File: config.mk
export PLATFORM = sky130hd
export DESIGN_NAME = srf05_ranger_flat
export DESIGN_NICKNAME = d
export VERILOG_FILES = /design/src/rtl/srf05_ranger_if.sv /design/src/rtl/srf05_ranger.sv /design/src/flat_wrapper.sv
export SDC_FILE = /design/constraint.sdc
export NUM_CORES = 1
export LEC_CHECK = 0
export ABC_CLOCK_PERIOD_IN_PS = 6550
export BUFFER_PORTS_ARGS = -buffer_cell sky130_fd_sc_hd__buf_4
export CAP_MARGIN = 0
export CORE_MARGIN = 2
export CORE_UTILIZATION = 50
export DETAILED_ROUTE_END_ITERATION = 10
export PLACE_DENSITY = 0.68
export SYNTH_ARGS = -nofsm -noshare
export SYNTH_HDL_FRONTEND = slang
export SYNTH_SLANG_ARGS = --single-unit
File: constraint.sdc
create_clock -name clock -period 6.55 [get_ports clock]
set_clock_uncertainty 0.05 [all_clocks]
set_input_delay 0.9825 -clock clock [delete_from_list [all_inputs] [get_ports clock]]
set_output_delay 0.9825 -clock clock [all_outputs]
set_load 0.02 [all_outputs]
File: src/rtl/srf05_ranger_if.sv
// Signal bundle between the SRF05 ranger, the sensor pins and the flight-control consumer.
// The ranger itself connects through the slave modport.
interface srf05_ranger_if;
  logic        start;
  logic        echo;
  logic        trigger;
  logic [14:0] distance;
  logic        new_data;
  logic        out_of_range;
  logic        timeout;
  logic        error;
  logic        busy;

  modport master (
    output start, echo,
    input  trigger, distance, new_data, out_of_range, timeout, error, busy
  );

  modport slave (
    input  start, echo,
    output trigger, distance, new_data, out_of_range, timeout, error, busy
  );
endinterface

File: src/rtl/srf05_ranger.sv
// SRF05 ultrasonic ranger: triggers the sensor, times the echo in microseconds and
// publishes distance with new_data / out_of_range / timeout strobes and a persistent error flag.
module srf05_ranger #(
  parameter int CLK_FREQ_MHZ = 50,
  parameter int TRIG_US      = 12,
  parameter int ECHO_WAIT_US = 2000,
  parameter int ECHO_MAX_US  = 30000,
  parameter int CYCLE_US     = 50000,
  parameter int MISS_LIMIT   = 3
) (
  input logic           clock,
  input logic           reset,
  srf05_ranger_if.slave bus
);

  localparam int PW = (CLK_FREQ_MHZ > 1) ? $clog2(CLK_FREQ_MHZ) : 1;
  localparam int MW = $clog2(MISS_LIMIT + 1);

  localparam logic [PW-1:0] PRESC_TC   = PW'(CLK_FREQ_MHZ - 1);
  localparam logic [15:0]   TRIG_LAST  = 16'(TRIG_US - 1);
  localparam logic [15:0]   WAIT_LAST  = 16'(ECHO_WAIT_US - 1);
  localparam logic [15:0]   ECHO_MAX   = 16'(ECHO_MAX_US);
  localparam logic [15:0]   CYCLE_LEN  = 16'(CYCLE_US);
  localparam logic [15:0]   CYCLE_LAST = 16'(CYCLE_US - 1);
  localparam logic [MW-1:0] MISS_MAX   = MW'(MISS_LIMIT);

  typedef enum logic [2:0] {IDLE, TRIGGER, WAIT_ECHO, MEASURE, HOLDOFF} state_t;

  state_t        state;
  logic          echo_meta;
  logic          echo_s;
  logic [PW-1:0] presc;
  logic [PW-1:0] cyc_presc;
  logic [15:0]   phase_us;
  logic [15:0]   cycle_us;
  logic [MW-1:0] miss_cnt;
  logic          trigger;
  logic [14:0]   distance;
  logic          new_data;
  logic          out_of_range;
  logic          timeout;
  logic          error;
  logic          busy;

  logic us_tick;
  logic cyc_tick;
  logic cycle_done;
  logic go_trigger;

  assign bus.trigger      = trigger;
  assign bus.distance     = distance;
  assign bus.new_data     = new_data;
  assign bus.out_of_range = out_of_range;
  assign bus.timeout      = timeout;
  assign bus.error        = error;
  assign bus.busy         = busy;

  assign us_tick  = (presc == PRESC_TC);
  assign cyc_tick = (cyc_presc == PRESC_TC);

  // The period timer has its own prescaler so the restart at MEASURE entry cannot
  // stretch the trigger-to-trigger interval; it expires on the tick that completes CYCLE_US.
  assign cycle_done = (cycle_us >= CYCLE_LEN) || (cyc_tick && (cycle_us == CYCLE_LAST));
  assign go_trigger = bus.start && ((state == IDLE) || ((state == HOLDOFF) && cycle_done));

  always_ff @(posedge clock or posedge reset) begin
    if (reset) begin
      echo_meta <= 1'b0;
      echo_s    <= 1'b0;
    end else begin
      echo_meta <= bus.echo;
      echo_s    <= echo_meta;
    end
  end

  always_ff @(posedge clock or posedge reset) begin
    if (reset) begin
      state        <= IDLE;
      presc        <= '0;
      cyc_presc    <= '0;
      phase_us     <= '0;
      cycle_us     <= '0;
      miss_cnt     <= '0;
      trigger      <= 1'b0;
      distance     <= '0;
      new_data     <= 1'b0;
      out_of_range <= 1'b0;
      timeout      <= 1'b0;
      error        <= 1'b0;
      busy         <= 1'b0;
    end else begin
      new_data     <= 1'b0;
      out_of_range <= 1'b0;
      timeout      <= 1'b0;
      error        <= (miss_cnt == MISS_MAX);

      if (state == IDLE) begin
        presc     <= '0;
        cyc_presc <= '0;
      end else begin
        presc     <= us_tick ? '0 : presc + 1'b1;
        cyc_presc <= cyc_tick ? '0 : cyc_presc + 1'b1;
        if (cyc_tick && (cycle_us != 16'hFFFF)) cycle_us <= cycle_us + 1'b1;
        if (us_tick && (phase_us != 16'hFFFF)) phase_us <= phase_us + 1'b1;
      end

      // Timed exits fire on the tick that would make phase_us reach its limit,
      // so trigger width and echo wait are exact multiples of a microsecond.
      case (state)
        IDLE: ;
        TRIGGER: begin
          if (us_tick && (phase_us == TRIG_LAST)) begin
            state    <= WAIT_ECHO;
            trigger  <= 1'b0;
            phase_us <= '0;
          end
        end
        WAIT_ECHO: begin
          if (echo_s) begin
            state    <= MEASURE;
            presc    <= '0;
            phase_us <= '0;
          end else if (us_tick && (phase_us == WAIT_LAST)) begin
            state    <= HOLDOFF;
            timeout  <= 1'b1;
            phase_us <= '0;
            if (miss_cnt != MISS_MAX) miss_cnt <= miss_cnt + 1'b1;
          end
        end
        MEASURE: begin
          if (!echo_s) begin
            state    <= HOLDOFF;
            distance <= phase_us[14:0];
            new_data <= 1'b1;
            miss_cnt <= '0;
            phase_us <= '0;
          end else if (phase_us == ECHO_MAX) begin
            state        <= HOLDOFF;
            distance     <= ECHO_MAX[14:0];
            new_data     <= 1'b1;
            out_of_range <= 1'b1;
            miss_cnt     <= '0;
            phase_us     <= '0;
          end
        end
        HOLDOFF: begin
          if (cycle_done && !bus.start) begin
            state    <= IDLE;
            busy     <= 1'b0;
            phase_us <= '0;
          end
        end
        default: state <= IDLE;
      endcase

      if (go_trigger) begin
        state     <= TRIGGER;
        trigger   <= 1'b1;
        busy      <= 1'b1;
        presc     <= '0;
        cyc_presc <= '0;
        cycle_us  <= '0;
        phase_us  <= '0;
      end
    end
  end

endmodule

File: src/flat_wrapper.sv
// flat-port wrapper written by rule: the top's interface ports become plain ports
module srf05_ranger_flat 
#(
  parameter int CLK_FREQ_MHZ = 50,
  parameter int TRIG_US      = 12,
  parameter int ECHO_WAIT_US = 2000,
  parameter int ECHO_MAX_US  = 30000,
  parameter int CYCLE_US     = 50000,
  parameter int MISS_LIMIT   = 3
)
  (clock, reset, bus_start, bus_echo, bus_trigger, bus_distance, bus_new_data, bus_out_of_range, bus_timeout, bus_error, bus_busy);
  srf05_ranger_if bus_i ();
  input logic clock;
  input logic reset;
  input wire logic [$bits(bus_i.start)-1:0] bus_start;
  input wire logic [$bits(bus_i.echo)-1:0] bus_echo;
  output wire logic [$bits(bus_i.trigger)-1:0] bus_trigger;
  output wire logic [$bits(bus_i.distance)-1:0] bus_distance;
  output wire logic [$bits(bus_i.new_data)-1:0] bus_new_data;
  output wire logic [$bits(bus_i.out_of_range)-1:0] bus_out_of_range;
  output wire logic [$bits(bus_i.timeout)-1:0] bus_timeout;
  output wire logic [$bits(bus_i.error)-1:0] bus_error;
  output wire logic [$bits(bus_i.busy)-1:0] bus_busy;
  assign bus_i.start = bus_start;
  assign bus_i.echo = bus_echo;
  assign bus_trigger = bus_i.trigger;
  assign bus_distance = bus_i.distance;
  assign bus_new_data = bus_i.new_data;
  assign bus_out_of_range = bus_i.out_of_range;
  assign bus_timeout = bus_i.timeout;
  assign bus_error = bus_i.error;
  assign bus_busy = bus_i.busy;
  srf05_ranger #(.CLK_FREQ_MHZ(CLK_FREQ_MHZ), .TRIG_US(TRIG_US), .ECHO_WAIT_US(ECHO_WAIT_US), .ECHO_MAX_US(ECHO_MAX_US), .CYCLE_US(CYCLE_US), .MISS_LIMIT(MISS_LIMIT)) u_core (.clock(clock), .reset(reset), .bus(bus_i));
endmodule
### Yosys cells after proc, flatten, opt, wreduce, memory -nomap -nowiden

Index checks and enable logic that the tools add are counted.
Widths: inputs -> output; s select.

* bits in registers: 72
* bits in latches: 0
* memory bits (writable): 0
* bits in read-only memories: 0
* input bits: 4
* output and inout port bits: 21
* memories kept: 0

* $add $sub $neg: 5
* $mul: 0
* div/mod/pow operators: 0
* order comparisons: 1
* eq/ne operators: 24
* shift operators: 0
* muxes and demuxes: 51
* bitwise operators: 0
* reduce and logical (&&, ||, !) cells: 24

Operator list (number)
* $mux 16: 12
* $pmux 16 s4: 1
* $mux 6: 8
* $add 16x1->16 const B: 2
* $ne 16x16->1 const B: 2
* $mux 15: 2
* $mux 3: 7
* $eq 16x11->1 const B: 1
* $eq 16x15->1 const B: 1
* $eq 16x16->1 const B: 1
* $eq 16x4->1 const B: 1
* $ge 16x16->1 const B: 1
* $pmux 3 s5: 1
* $mux 1: 14
* $add 6x1->6 const B: 2
* $eq 6x6->1 const B: 2
* $reduce_bool 2->1: 6
* $mux 2: 5
* $reduce_and 5->1: 2
* $logic_and 1x1->1: 8
* $reduce_and 2->1: 4
* $eq 3x2->1 const B: 2
* $ne 2x1->1 const B: 3
* $ne 2x2->1 const B: 3
* other kinds (13): 14

### Longest topological paths before layout

* depth in word-level cells: 8
* depth in mapped cells: 9
* mapped depth without buffers: 8

### Worst setup path before layout

OpenSTA, ideal clock, no wires.

* path type: reg-to-reg
* start point: register u_core.phase_us[0]
* end point: register u_core.miss_cnt[0]
* library setup time: 125 ps
* arrival time: 1910 ps
* required time: 6375 ps
* slack: 4465 ps
* cell stages (with the launch flop): 8
* path buffers: 0
* cells stage by stage: dfrtp_1 > ha_1 > nor4b_1 > nand4_1 > nor4_1 > a22oi_1 > nor2_1 > mux2_2

* word-level cells in the longest chain between the ends: 4

RTL lines
* start, declared: RTL line srf05_ranger.sv:34 `logic [15:0] phase_us;`
* start signal, assigned: RTL line srf05_ranger.sv:104 `if (us_tick && (phase_us != 16'hFFFF)) phase_us <= phase_us + 1'b1;`
* $eq 16x11->1: RTL line srf05_ranger.sv:123 `end else if (us_tick && (phase_us == WAIT_LAST)) begin`
* $logic_and 1x1->1: RTL line srf05_ranger.sv:123
* $ne 2x1->1 (no line)
* $reduce_and 5->1 (no line) *
* end signal, assigned: RTL line srf05_ranger.sv:127 `if (miss_cnt != MISS_MAX) miss_cnt <= miss_cnt + 1'b1;`
* end, declared: RTL line srf05_ranger.sv:36 `logic [MW-1:0] miss_cnt;`

Every way passes the cells marked *; elsewhere a longest branch is shown, timed or not.
A chain may end at the register's enable or synchronous reset.

### Final worst setup path

Ends and elaborated chain as after synthesis.

==> reports/results.ini <==
[run_status]
status = finished clean

[global_route]
grt_use_total_pct = 19.92
grt_pass1_vias = 2538
grt_pass1_wl_um = 11950
overflow = 0
antenna_found_initial = 0
grt_max_degree = 73

[synthesis]
syn_area_per_cell_um2 = 10.27
synth_mux_area_share_pct = 0.5952
yosys_most_used_dff = dfrtp_1
ys_types = 53
synth_edf_count = 0
syn-instance-count = 348
synth_fa_ha_area_share_pct = 3.151
ys.warnings.count = 0
synth_compound_area_share_pct = 10.50
synth_top_family_by_area = simple AND/OR/NAND/NOR gates
async_reset_ff_share_pct = 100.0
seq_area_frac_synth_pct = 50.42
synthesis.area_um2 = 3573
synthSimpleGateAreaFrac_pct = 23.74
ys_ff_latch = 72
syn_nets = 361
synth_xor_area_share_pct = 9.069

[cts]
clock-root-buffer = clkbuf_8
hold_buffers = 0
postCtsResizedCells = 0
cts_buffer_depth = 2
cts.sinks = 72
post-cts-setup-buffers = 0
clock_latency_ps = 340
tritoncts = built
cts_buffers = 9
clkTransAtPathRegs_ps = 70
cts-htree-levels = 3

[critical_path]
critPathKind = register to register
crit_arrival_ps = 2650
cp_slowest_cell = dfrtp_1
worstPathRequired_ps = 6730
crit_fanout = 6
rrSetupSlack_ps = 4080
path_cells = ha_1 > nor4b_1 > nand4_1 > nor4_1 > a22oi_1 > nor2_1 > mux2_2
max_stage_delay_ps = 440
critPathCaptureType = register
crit_path_start_kind = register

[place]
port_buffers = 24
globalplace.congestion = 0.8602
place_hpwl_um = 4757

[timing]
final-setup-viol-count = 0
min_period_ps = 2473
tightestPinTransition_ps = 918.5
setup_tns_ps = 0
drv_slew = 0
grt_setup_unrepaired = false
relSlewSlack_pct = 38.77
max_freq_mhz = 404.3
finalCritPeriodShare_pct = 37.76
fin_hold_ws_ps = 317.7
hold_viol = 0

[final_layout]
areaGrowthSynthToFinish_pct = 13.59
fillers = 598
nNetsFinal = 390
n_antenna_cell = 0
drive_gt1_share_pct = 14.40

[worst_hold_path]
hp-class = register to register

[floorplanning]
core.rowCount = 30
dieArea_um2 = 7839
dieWidth_um = 88.54
initial_utilization_pct = 52.02
die_y_um = 88.54
core_area_um2 = 6869
io_pins = 25

[route]
post_drt_via_cell_ratio = 5.485
drt_iter0_markers = 136
drt-total-wl_um = 6983
drc = 0
drtAntennaViolNets = 0
first_pass_iters = 6
detail_route.wl_per_cell_um = 14.61
vias = 2622

[run]
cap_viol_max_count = 0

[power]
cellPowerDensity_nw_per_um2 = 210.5
p_leak_uw = 0.001752
irDropWorstVdd_v = 0.0001462

-- state kept, by name (all words and copies together), names as in the netlist --
register / cells
u_core.bus.busy: 1
u_core.bus.distance: 15
u_core.bus.error: 1
u_core.bus.new_data: 1
u_core.bus.out_of_range: 1
u_core.bus.timeout: 1
u_core.bus.trigger: 1
u_core.cyc_presc: 6
u_core.cycle_us: 16
u_core.echo_meta: 1
u_core.echo_s: 1
u_core.miss_cnt: 2
u_core.phase_us: 16
u_core.presc: 6
u_core.state: 3
-- cell usage in the layout (no fill, tap or decap), drive strengths merged, types with 3 or more instances in the layout --
cell type / Yosys / layout
a21oi: 6 / 6
a22o: 6 / 6
and2: 7 / 7
and3: 10 / 10
and4: 4 / 4
buf: 6 / 25
clkbuf: 1 / 11
clkinv: 1 / 4
dfrtp: 72 / 72
ha: 9 / 9
inv: 9 / 9
nand2: 34 / 34
nand3: 16 / 16
nand4: 14 / 14
nor2: 59 / 59
nor2b: 3 / 3
nor3: 3 / 3
nor4: 4 / 4
o21ai: 7 / 7
o22a: 8 / 8
or3: 3 / 3
xnor2: 13 / 13
xor2: 24 / 24
-- metal layers --
layer  vias to the layer above  GRT usage (%)  part of all wire, %
li1                       1273              -                    -
met5                         -              0                    0
met3                         9          6.063                  4.0
met2                        53          31.03                   48
met4                         0          6.612                  1.2
met1                      1287          26.75                   47
-- final timing paths --
check | end | cells after the start | start
max in group asynchronous | u_core.cycle_us[1] | 3 | reset
hold reg to reg | u_core.echo_s | 0 | u_core.echo_meta
min in group asynchronous | u_core.presc[5] | 3 | reset
setup reg to reg | u_core.miss_cnt[0] | 7 | u_core.phase_us[0]
hold / removal | u_core.echo_s | 0 | u_core.echo_meta
setup / recovery | u_core.miss_cnt[0] | 7 | u_core.phase_us[0]
-- Yosys cell counts (all sizes together) (8+ instances only) --
master,number,area share (%)
ha,9,3.2
xnor2,13,3.2
inv,9,0.95
dfrtp,72,50
and3,10,1.9
nand4,14,2.9
nand2,34,3.6
nand3,16,2.2
o22a,8,2.0
xor2,24,5.9
nor2,59,6.2
-- critical path: cells and delay by family (launching register included) --
kind	cells	cell delay, ps
fa+ha+maj	1	260
compound gates	1	170
flops	1	440
simple gates	4	1100
mux	1	340
-- layout make-up --
class | instances | area, um2 | area share [%]
flip-flops and latches | 72 | 1802 | 44.39
multi-input cells | 259 | 1682 | 41.43
repair buffers | 25 | 187.7 | 4.624
clock buffers | 11 | 151.4 | 3.730
well taps | 96 | 120.1 | 2.959
clock inverters | 5 | 78.83 | 1.942
inverters | 10 | 37.54 | 0.9248
-- cells by family (layout without fill, tap and decap cells) --
kind of cell               count (synthesis)  in the layout
xor gates and xnor gates                  37             37
DFF                                       72             72
AOI/OAI and AO/OA                         43             43
buffers and inverters                     17             51
muxes                                      2              2
adders and majority gates                  9              9
and+or+nand+nor                          168            168
-- where the power goes --
part | switching [uW] | internal (uW) | leakage, uW
Clock | 162 | 235 | 0.000119
Combinational | 9.76 | 2.09 | 0.000753
Sequential | 0.772 | 445 | 0.000880
-- per-stage QoR --
step | power [uW] | setup slack, ps | area, um2 | util, % | std cells
finish | 854.3 | 4077 | 4059 | 59.09 | 478
global route | 889.1 | 3785 | 4059 | 59.09 | 478
CTS | 867.1 | 4149 | 4059 | 59.09 | 478
detailed placement | 467.0 | 4166 | 3829 | 55.74 | 462
global placement | 466.8 | 4254 | 3829 | 55.74 | 462
floorplan | 461.7 | 3693 | 3573 | - | 348
Note: power is estimated with default switching activity, not from simulation.
